### src/rtl/sprdma_if.sv
// CPU-side bus bundle for the sprite DMA engine: trigger decode inputs,
// memory read data, and the DMA-driven memory bus.
interface sprdma_if;
   logic [15:0] cpu_a_in;
   logic [7:0]  cpu_d_in;
   logic        cpu_r_nw_in;
   logic [7:0]  mem_d_in;
   logic        active_out;
   logic [15:0] mem_a_out;
   logic [7:0]  mem_d_out;
   logic        mem_r_nw_out;

   modport slave (
      input  cpu_a_in, cpu_d_in, cpu_r_nw_in, mem_d_in,
      output active_out, mem_a_out, mem_d_out, mem_r_nw_out
   );

   modport master (
      output cpu_a_in, cpu_d_in, cpu_r_nw_in, mem_d_in,
      input  active_out, mem_a_out, mem_d_out, mem_r_nw_out
   );
endinterface

### src/rtl/sprdma.sv
// Sprite DMA: a CPU write to 0x4014 copies page {data,00..FF} into OAM by
// alternating a memory read with a write to 0x2004, stalling the CPU meanwhile.
module sprdma (
   input  logic     clk_in,
   input  logic     rst_in,
   sprdma_if.slave  bus
);
   localparam logic [15:0] DMA_REG_ADDR  = 16'h4014;
   localparam logic [15:0] OAM_DATA_ADDR = 16'h2004;

   typedef enum logic [2:0] {
      S_IDLE, S_START, S_READ, S_WRITE, S_COOLDOWN
   } state_t;

   state_t     q_state, w_state;
   logic [7:0] q_page, w_page;
   logic [7:0] q_idx, w_idx;
   logic [7:0] q_data, w_data;

   logic        w_active;
   logic [15:0] w_mem_a;
   logic [7:0]  w_mem_d;
   logic        w_mem_r_nw;

   always_ff @(posedge clk_in) begin
      if (rst_in) begin
         q_state <= S_IDLE;
         q_page  <= 8'h00;
         q_idx   <= 8'h00;
         q_data  <= 8'h00;
      end else begin
         q_state <= w_state;
         q_page  <= w_page;
         q_idx   <= w_idx;
         q_data  <= w_data;
      end
   end

   // Terminal check precedes the increment, so q_idx never wraps mid-transfer.
   always_comb begin
      w_state = q_state;
      w_page  = q_page;
      w_idx   = q_idx;
      w_data  = q_data;
      case (q_state)
         S_IDLE: begin
            if (bus.cpu_a_in == DMA_REG_ADDR && !bus.cpu_r_nw_in) begin
               w_page  = bus.cpu_d_in;
               w_idx   = 8'h00;
               w_state = S_START;
            end
         end
         S_START: w_state = S_READ;
         S_READ: begin
            w_data  = bus.mem_d_in;
            w_state = S_WRITE;
         end
         S_WRITE: begin
            if (q_idx == 8'hFF) begin
               w_state = S_COOLDOWN;
            end else begin
               w_idx   = q_idx + 8'd1;
               w_state = S_READ;
            end
         end
         S_COOLDOWN: w_state = S_IDLE;
         default:    w_state = S_IDLE;
      endcase
   end

   // Outputs decode registered state only; no path from the cpu_* inputs.
   always_comb begin
      w_active   = 1'b0;
      w_mem_a    = 16'h0000;
      w_mem_d    = 8'h00;
      w_mem_r_nw = 1'b1;
      case (q_state)
         S_START: w_active = 1'b1;
         S_READ: begin
            w_active = 1'b1;
            w_mem_a  = {q_page, q_idx};
         end
         S_WRITE: begin
            w_active   = 1'b1;
            w_mem_a    = OAM_DATA_ADDR;
            w_mem_d    = q_data;
            w_mem_r_nw = 1'b0;
         end
         default: ;
      endcase
   end

   assign bus.active_out   = w_active;
   assign bus.mem_a_out    = w_mem_a;
   assign bus.mem_d_out    = w_mem_d;
   assign bus.mem_r_nw_out = w_mem_r_nw;
endmodule

### src/flat_wrapper.sv
// flat-port wrapper written by rule: the top's interface ports become plain ports
module sprdma_flat 
  (clk_in, rst_in, bus_cpu_a_in, bus_cpu_d_in, bus_cpu_r_nw_in, bus_mem_d_in, bus_active_out, bus_mem_a_out, bus_mem_d_out, bus_mem_r_nw_out);
  sprdma_if bus_i ();
  input  logic clk_in;
  input  logic rst_in;
  input wire logic [$bits(bus_i.cpu_a_in)-1:0] bus_cpu_a_in;
  input wire logic [$bits(bus_i.cpu_d_in)-1:0] bus_cpu_d_in;
  input wire logic [$bits(bus_i.cpu_r_nw_in)-1:0] bus_cpu_r_nw_in;
  input wire logic [$bits(bus_i.mem_d_in)-1:0] bus_mem_d_in;
  output wire logic [$bits(bus_i.active_out)-1:0] bus_active_out;
  output wire logic [$bits(bus_i.mem_a_out)-1:0] bus_mem_a_out;
  output wire logic [$bits(bus_i.mem_d_out)-1:0] bus_mem_d_out;
  output wire logic [$bits(bus_i.mem_r_nw_out)-1:0] bus_mem_r_nw_out;
  assign bus_i.cpu_a_in = bus_cpu_a_in;
  assign bus_i.cpu_d_in = bus_cpu_d_in;
  assign bus_i.cpu_r_nw_in = bus_cpu_r_nw_in;
  assign bus_i.mem_d_in = bus_mem_d_in;
  assign bus_active_out = bus_i.active_out;
  assign bus_mem_a_out = bus_i.mem_a_out;
  assign bus_mem_d_out = bus_i.mem_d_out;
  assign bus_mem_r_nw_out = bus_i.mem_r_nw_out;
  sprdma u_core (.clk_in(clk_in), .rst_in(rst_in), .bus(bus_i));
endmodule
### config.mk
export PLATFORM = sky130hd
export DESIGN_NAME = sprdma_flat
export DESIGN_NICKNAME = d
export VERILOG_FILES = /design/src/rtl/sprdma_if.sv /design/src/rtl/sprdma.sv /design/src/flat_wrapper.sv
export SDC_FILE = /design/constraint.sdc
export NUM_CORES = 1
export LEC_CHECK = 0
export CAP_MARGIN = 5
export CORE_MARGIN = 1.5
export CORE_UTILIZATION = 38
export DETAILED_ROUTE_END_ITERATION = 7
export GPL_TIMING_DRIVEN = 0
export PLACE_DENSITY = 0.87
export SYNTH_ARGS = -nofsm -noshare
export SYNTH_HDL_FRONTEND = slang
export SYNTH_SLANG_ARGS = --single-unit
### constraint.sdc
create_clock -name clk_in -period 1.7 [get_ports clk_in]
set_input_delay 0.255 -clock clk_in [delete_from_list [all_inputs] [get_ports clk_in]]
set_output_delay 0.255 -clock clk_in [all_outputs]
set_load 0.01 [all_outputs]
==> reports/qor.yml, run 1 <==
clock_sinks: 27
setup_viol: 0
yosys-top-cells-count: "27 x sky130_fd_sc_hd__dfxtp_1, 23 x sky130_fd_sc_hd__nand2_1, 23 x sky130_fd_sc_hd__nor2_1"
worstSetupPathType: "register to register"
yosys_most_used_dff: "sky130_fd_sc_hd__dfxtp_1"
drt-wirelength-per-cell_um: 13.9
crit_buf_inv: 2
post_synthesis_cells: 169
largest_area_contributor_in_the_netlist: "sky130_fd_sc_hd__dfxtp_1"
post-route-min-period_ps: 1690
area_growth_syn_to_layout_pct: 54.6
boundaryPins: 61
synthesis.yosys.warnings: 0
worst_path_cell_trace: "buf_6 -> or3_4 -> nor3_4 -> buf_6 -> mux2i_1 -> nor2_1"
worst_slew_pin_slew_ps: 512
avgViaCountPerCell: 5.04
vias: 1462
numCtsBuffers: 3
setup_tns_ps: 0
worst_ir_drop_vdd_v: 0.000391
grt_pass1_wl_mm: 6.79
startpoint_type: "register"
ys_top_cells_by_area: "sky130_fd_sc_hd__dfxtp_1 38%, sky130_fd_sc_hd__and3_1 6.6%, sky130_fd_sc_hd__mux2i_1 6.3%"
place.port_buffers: 59
timing.final.crit_share: 0.995
final_nets: 279
cts-root-to-sink-buffers: 2
dieArea_um2: 4130
ys_ff_latch: 27
rsz_0062_raised_after_global_routing: "yes"
report.final.slew_viol_count: 0
finish.utilization: 0.606
preCtsSetupSlack_ps: -472
clock_pin_slew_reported_for_the_worst_setup_and_hold_paths_after_clock_tree_synthesis_ps: 90
drv.max_cap_violation_count: 0
grt_usage: 0.206
die_w_um: 64.2
final_critical_path_setup_slack_ps: 8.95
postSynth.asyncResetShare: 0
detailedRoute.firstPassIterationCount: 4
timing.fmax_ghz: 0.591
row_count: 22
cellPowerDensity_nw_per_um2: 493
worst_ep_required_time_ps: 1850
tritoncts: "yes"
relSlewSlack: 0.659
insertedDiodeCount: 0
synth_most_common_cell: "sky130_fd_sc_hd__dfxtp_1"
chipHeight_um: 64.2
synth.avg_cell_area_um2: 8.43
mappedNetlistNets: 205
worstPathMaxFanout: 5
initialDrtViolationCount: 93
cp_common_cell: "sky130_fd_sc_hd__buf_6"
cts.hold.buffers_added: 0
report.power.total_w: 0.00109
globalRouteOverflowTotal: 0
synth_edf_count: 0
run_status: "finished clean"
drt_wl_total_mm: 4.02
route.detailed.drc: 0
ctsHtreeMaxLevel: 1
clock_insertion_delay_at_the_later_pin_of_the_skew_report_ps: 270
slowest_stage: "sky130_fd_sc_hd__or3_4"
floorplan.core_area_um2: 3630
hold_violations_final: 0
place_hpwl_mm: 2.70
gp_routability_congestion: 0.905
critical_path.max_stage_delay_ps: 370
timing.hold.worst.class: "register to register"
worst_setup_path_end_kind: "register"
ctsRootBufferMaster: "sky130_fd_sc_hd__clkbuf_8"
initial_core_util: 0.392
endpoint_arrival_time_on_the_critical_path_ps: 1840
layout-drive-gt1-share: 0.285
fin_worst_skew_ps: 2.35
synth-seq-area-share: 0.379
pin_count_of_the_biggest_net_entering_global_routing: 15
synth.lib_cells_used.distinct: 35
worst_path_dominant_cell_family: "simple AND/OR/NAND/NOR gates"
cellLeakagePower_nw: 0.967
first_global_vias: 1480
number_of_antenna_violations_at_the_first_check_in_global_routing: 0
drt.antenna.violating_nets: 0
yosys.area.top_type_share: 0.379
syn-cell-area_um2: 1430
## where the power goes
part           switching [W]  internal, W  leakage, nW
Clock               0.000191     0.000168       0.0228
Sequential     0.00000000323     0.000627        0.221
Combinational      0.0000308    0.0000689        0.723
## registers in the layout, indices dropped and copies added, names as in the netlist
register,count
u_core.q_state,3
u_core.q_idx,8
u_core.q_data,8
u_core.q_page,8
## metal layers
layer,global-route usage,wire (um),up-vias
met3,0.0194,180,4
li1,-,-,726
met1,0.254,1740,685
met4,0.0638,35,0
met5,0,0,-
met2,0.376,2070,47
## cell usage in the layout, fill, tap and decap left out, drive strengths merged
cell type | Yosys | layout
dfxtp | 27 | 27
nor3 | 4 | 4
dlymetal6s2s | 0 | 5
a21oi | 13 | 13
a311oi | 3 | 3
o21a | 1 | 1
nor2 | 24 | 24
a41o | 1 | 1
ha | 1 | 1
and4b | 1 | 1
nor4 | 3 | 3
or2 | 1 | 1
nand2b | 3 | 3
clkbuf | 8 | 22
clkdlybuf4s50 | 0 | 25
dlygate4sd2 | 0 | 7
inv | 3 | 3
nand2 | 24 | 24
and2 | 10 | 10
buf | 2 | 24
nand4b | 1 | 1
nor4b | 2 | 2
nand3b | 2 | 2
nand3 | 4 | 4
a31o | 1 | 1
mux2i | 9 | 9
or3 | 3 | 3
and3 | 15 | 15
o21ai | 3 | 3
## worst paths after layout
path / depth (start not counted) / slack (ps) / from / end
worst max-delay path: 6 / 9 / u_core.q_state[2]$_SDFFE_PP0P_ / u_core.q_page[0]$_SDFFE_PP0P_
worst min-delay path: 2 / 450 / u_core.q_data[1]$_SDFFE_PP0P_ / u_core.q_data[1]$_SDFFE_PP0P_
worst max register to register: 6 / 9 / u_core.q_state[2]$_SDFFE_PP0P_ / u_core.q_page[0]$_SDFFE_PP0P_
worst min register to register: 2 / 450 / u_core.q_data[1]$_SDFFE_PP0P_ / u_core.q_data[1]$_SDFFE_PP0P_
## logic make-up (layout without fill, tap and decap cells)
group / count (synthesis) / in the layout / synth area share
DFF: 27 / 27 / 0.379
AOI/OAI and AO/OA: 22 / 22 / 0.106
adders and majority gates: 1 / 1 / 0.00878
muxes: 9 / 9 / 0.0632
and+or+nand+nor: 97 / 97 / 0.398
buffers and inverters: 13 / 86 / 0.0448
## layout make-up
type / instances / area (um2)
flip-flops and latches: 27 / 556
repair buffers: 70 / 586
fillers: 335 / 1430
inverters: 3 / 11.3
clock buffers: 4 / 45.0
multi-input cells: 129 / 863
well taps: 48 / 60.1
plain buffers: 9 / 82.6
## worst register-to-register path, cell delays in order (launching register included)
cell	delay [ps]
sky130_fd_sc_hd__dfxtp_4	360
sky130_fd_sc_hd__buf_6	120
sky130_fd_sc_hd__or3_4	370
sky130_fd_sc_hd__nor3_4	290
sky130_fd_sc_hd__buf_6	180
sky130_fd_sc_hd__mux2i_1	200
sky130_fd_sc_hd__nor2_1	50
## what timing repair did
| action | in CTS | in global routing |
|---|---|---|
| cloned | 2 | 0 |
| endpoints found under the setup margin | 40 | 40 |
| setup buffers | 8 | 1 |
| pin swaps | 7 | 5 |
| resized for setup | 92 | 35 |
## metrics by stage
step                      instances  hold slack, ps  instance area [um2]
after global placement          276             438                 2080
after floorplan                 169             391                 1430
final                           290             454                 2200
after detailed placement        276             444                 2080
after global routing            290             476                 2200
after CTS                       290             456                 2230
(Power assumes the default switching activity.)
==> run 2, diff against run 1 <==
--- a/config.mk
+++ b/config.mk
@@ -10,7 +10,10 @@
 export CORE_UTILIZATION = 38
 export DETAILED_ROUTE_END_ITERATION = 7
 export GPL_TIMING_DRIVEN = 0
+export HOLD_SLACK_MARGIN = 0.05
+export MAX_ROUTING_LAYER = met4
 export PLACE_DENSITY = 0.87
+export REMOVE_ABC_BUFFERS = 1
 export SYNTH_ARGS = -nofsm -noshare
 export SYNTH_HDL_FRONTEND = slang
 export SYNTH_SLANG_ARGS = --single-unit
==> run 2 against run 1 <==
Net effect: the flow now finishes with violations (setup timing); clock skew increased by 8.4 ps; largest power group unchanged; count of clock-buffer cells in the layout shrank 1; sequential share of layout area fell by 0.72 points; maximum frequency down 2.0%; critical path type is now input pin to register; critical path depth rose by 1; power grew 0.98%; hold slack hardly changed; largest cell class unchanged; worst setup slack lost 35 ps.
==> reports/qor.yml, run 2 (same netlist as run 1, synthesis figures left out) <==
drv.max_cap_violation_count: 0  # unchanged
worstPathMaxFanout: 7  # was 5
hold_path_depth: 2  # unchanged
clock_sinks: 27  # unchanged
timing.fmax_ghz: 0.579  # was 0.591 GHz
drt.antenna.violating_nets: 0  # unchanged
worst_ir_drop_vdd_v: 0.000489  # was 0.000391 V
netSwitchingFraction: 0.216  # was 0.205
setup_tns_ps: -26.0  # was 0 ps
place_area_um2: 2030  # was 2080 um2
post-route-min-period_ps: 1730  # was 1690 ps
violations: "setup timing"
first_global_vias: 1327  # was 1480
hold_path_startpoint: "u_core.q_data[1]$_SDFFE_PP0P_"  # unchanged
worst_setup_path_end_kind: "register"  # unchanged
endpoint_arrival_time_on_the_critical_path_ps: 1900  # was 1840 ps
detailedRoute.firstPassIterationCount: 4  # unchanged
die_w_um: 64.2  # unchanged
worstSetupPathType: "input pin to register"  # was register to register
cts.hold.buffers_added: 0  # unchanged
area_growth_syn_to_layout_pct: 59.5  # was 54.6%
final_nets: 276  # was 279
drt_wl_total_mm: 4.04  # was 4.02 mm
dieArea_um2: 4130  # unchanged
fin_worst_skew_ps: 10.7  # was 2.35 ps
globalRouteOverflowTotal: 0  # unchanged
layout_common_cells: "25 x sky130_fd_sc_hd__clkdlybuf4s50_1, 25 x sky130_fd_sc_hd__dlygate4sd2_1, 23 x sky130_fd_sc_hd__nand2_1"  # was 25 x sky130_fd_sc_hd__clkdlybuf4s50_1, 23 x sky130_fd_sc_hd__nand2_1, 22 x sky130_fd_sc_hd__nor2_1
number_of_antenna_violations_at_the_first_check_in_global_routing: 0  # unchanged
layout-drive-gt1-share: 0.230  # was 0.285
rr_endpoint: "u_core.q_idx[1]$_SDFFE_PP0P_"  # was u_core.q_page[0]$_SDFFE_PP0P_
pin_count_of_the_biggest_net_entering_global_routing: 29  # was 15
timing.hold.worst.class: "register to register"  # unchanged
floorplan.core_area_um2: 3630  # unchanged
cellPowerDensity_nw_per_um2: 482  # was 493 nW/um2
boundaryPins: 61  # unchanged
gp_routability_congestion: 0.801  # was 0.905
avgViaCountPerCell: 4.96  # was 5.04
report.power.total_w: 0.00110  # was 0.00109 W
slowest_stage: "sky130_fd_sc_hd__clkdlybuf4s50_1"  # was sky130_fd_sc_hd__or3_4
ctsHtreeMaxLevel: 1  # unchanged
clock_insertion_delay_at_the_later_pin_of_the_skew_report_ps: 270  # about the same
worst_ep_required_time_ps: 1880  # was 1850 ps
numCtsBuffers: 3  # unchanged
place_hpwl_mm: 2.38  # was 2.70 mm
startpoint: "bus_cpu_a_in[11]"  # was u_core.q_state[2]$_SDFFE_PP0P_
vias: 1424  # was 1462
insertedDiodeCount: 0  # unchanged
power.sequential.fraction: 0.570  # was 0.577
crit_buf_inv: 2  # unchanged
initial_core_util: 0.392  # unchanged
setup_viol: 1  # was 0
timing.final.crit_share: 1.02  # was 0.995
startpoint_type: "input pin"  # was register
ctsRootBufferMaster: "sky130_fd_sc_hd__clkbuf_8"  # unchanged
grt_usage: 0.202  # was 0.206
power.combinational.fraction: 0.091  # was 0.092
worst_path_cell_trace: "clkdlybuf4s50_1 -> nor4_2 -> nand2_1 -> nor3_4 -> buf_12 -> and4b_1 -> a41o_1"  # was buf_6 -> or3_4 -> nor3_4 -> buf_6 -> mux2i_1 -> nor2_1
stdcell_count: 287  # was 290
seqCellArea_um2: 557  # was 556 um2
chipHeight_um: 64.2  # unchanged
rsz_0062_raised_after_global_routing: "yes"  # unchanged
final_critical_path_setup_slack_ps: -26.0  # was 8.95 ps
clock_pin_slew_reported_for_the_worst_setup_and_hold_paths_after_clock_tree_synthesis_ps: 100  # was 90 ps
net-switching-power_w: 0.000237  # was 0.000222 W
regToRegStartpoint: "u_core.q_state[1]$_SDFFE_PP0P_"  # was u_core.q_state[2]$_SDFFE_PP0P_
clockPowerShare: 0.338  # was 0.331
cellLeakagePower_nw: 0.966  # was 0.967 nW
worst_slew_pin_slew_ps: 1070  # was 512 ps
finish.utilization: 0.626  # was 0.606
critical_path.max_stage_delay_ps: 430  # was 370 ps
reg2reg_depth: 6  # unchanged
grt_pass1_wl_mm: 6.32  # was 6.79 mm
placedCellCount: 267  # was 276
filler_cell_count: 326  # was 335
tritoncts: "yes"  # unchanged
relSlewSlack: 0.284  # was 0.659
initialDrtViolationCount: 41  # was 93
place.port_buffers: 60  # was 59
row_count: 22  # unchanged
critical_path_cell_count: 7  # was 6
hold_violations_final: 0  # unchanged
critPathCapture: "u_core.q_idx[1]$_SDFFE_PP0P_"  # was u_core.q_page[0]$_SDFFE_PP0P_
r2r_setup_slack_ps: -20  # was 9 ps
cts-root-to-sink-buffers: 2  # unchanged
worst_path_dominant_cell_family: "simple AND/OR/NAND/NOR gates"  # unchanged
reg_top3: "u_core.q_data (8), u_core.q_idx (8), u_core.q_page (8)"  # unchanged
report.final.slew_viol_count: 0  # unchanged
footprint_of_the_multi_input_gates_um2: 875  # was 863 um2
route.detailed.drc: 0  # unchanged
drt-wirelength-per-cell_um: 14.1  # was 13.9 um
internal_power_w: 0.000860  # was 0.000863 W
run_status: "finished, violations left"  # was finished clean
post-route-cell-area_um2: 2270  # was 2200 um2
==> run 2: layout make-up <==
type | count | area share
Clock buffer | 3 | 0.0182
Inverter | 3 | 0.00495
Sequential cell | 27 | 0.245
Multi-Input combinational cell | 129 | 0.385
Timing Repair Buffer | 76 | 0.318
Clock inverter | 1 | 0.00330
Tap cell | 48 | 0.0264
==> run 2: worst reg2reg max path, delay by kind of cell (launching register included) <==
| family | cells | cell delay, ps |
|---|---|---|
| buffers and inverters | 2 | 280 |
| DFF | 1 | 370 |
| AOI/OAI and AO/OA | 1 | 200 |
| and+or+nand+nor | 3 | 770 |
==> run 2: timing repair <==
item | CTS | global route
gates cloned | 2 | 0
buffers inserted | 10 | 4
setup endpoints to repair | 50 | 23
gates resized for setup | 70 | 13
pin swaps | 6 | 8
==> run 2: stage by stage <==
step	hold WS, ps	worst slack, ps
finish	454	-26.0
global route	471	-90.8
CTS	455	-44.0
detailed placement	442	-731
global placement	436	-667
floorplan	323	-78.1
==> run 2: power groups by stage <==
stage	Combinational [W]	Clock [W]	Sequential, W
after CTS	0.0000972	0.000379	0.000627
after detailed placement	0.000101	0	0.000647
after floorplan	0.00000752	0	0.000647
after global routing	0.000106	0.000416	0.000626
final	0.000100	0.000371	0.000625
after global placement	0.0000977	0	0.000647
==> run 2: worst min-delay path by stage <==
stage	endpoint	slack, ps
CTS	u_core.q_data[1]$_SDFFE_PP0P_	450
detailed placement	u_core.q_data[1]$_SDFFE_PP0P_	440
global placement	u_core.q_data[5]$_SDFFE_PP0P_	440
finish	u_core.q_data[1]$_SDFFE_PP0P_	450
global route	u_core.q_data[1]$_SDFFE_PP0P_	470
floorplan	u_core.q_idx[4]$_SDFFE_PP0P_	320
==> run 2: per-layer routing <==
metal / vias up / share of wire / track usage / wire (um)
li1: 729 / - / - / -
met1: 649 / 0.43 / 0.245 / 1740
met2: 40 / 0.52 / 0.342 / 2090
met3: 6 / 0.036 / 0.0317 / 144
met4: 0 / 0.017 / 0.0638 / 68
met5: - / 0 / - / 0
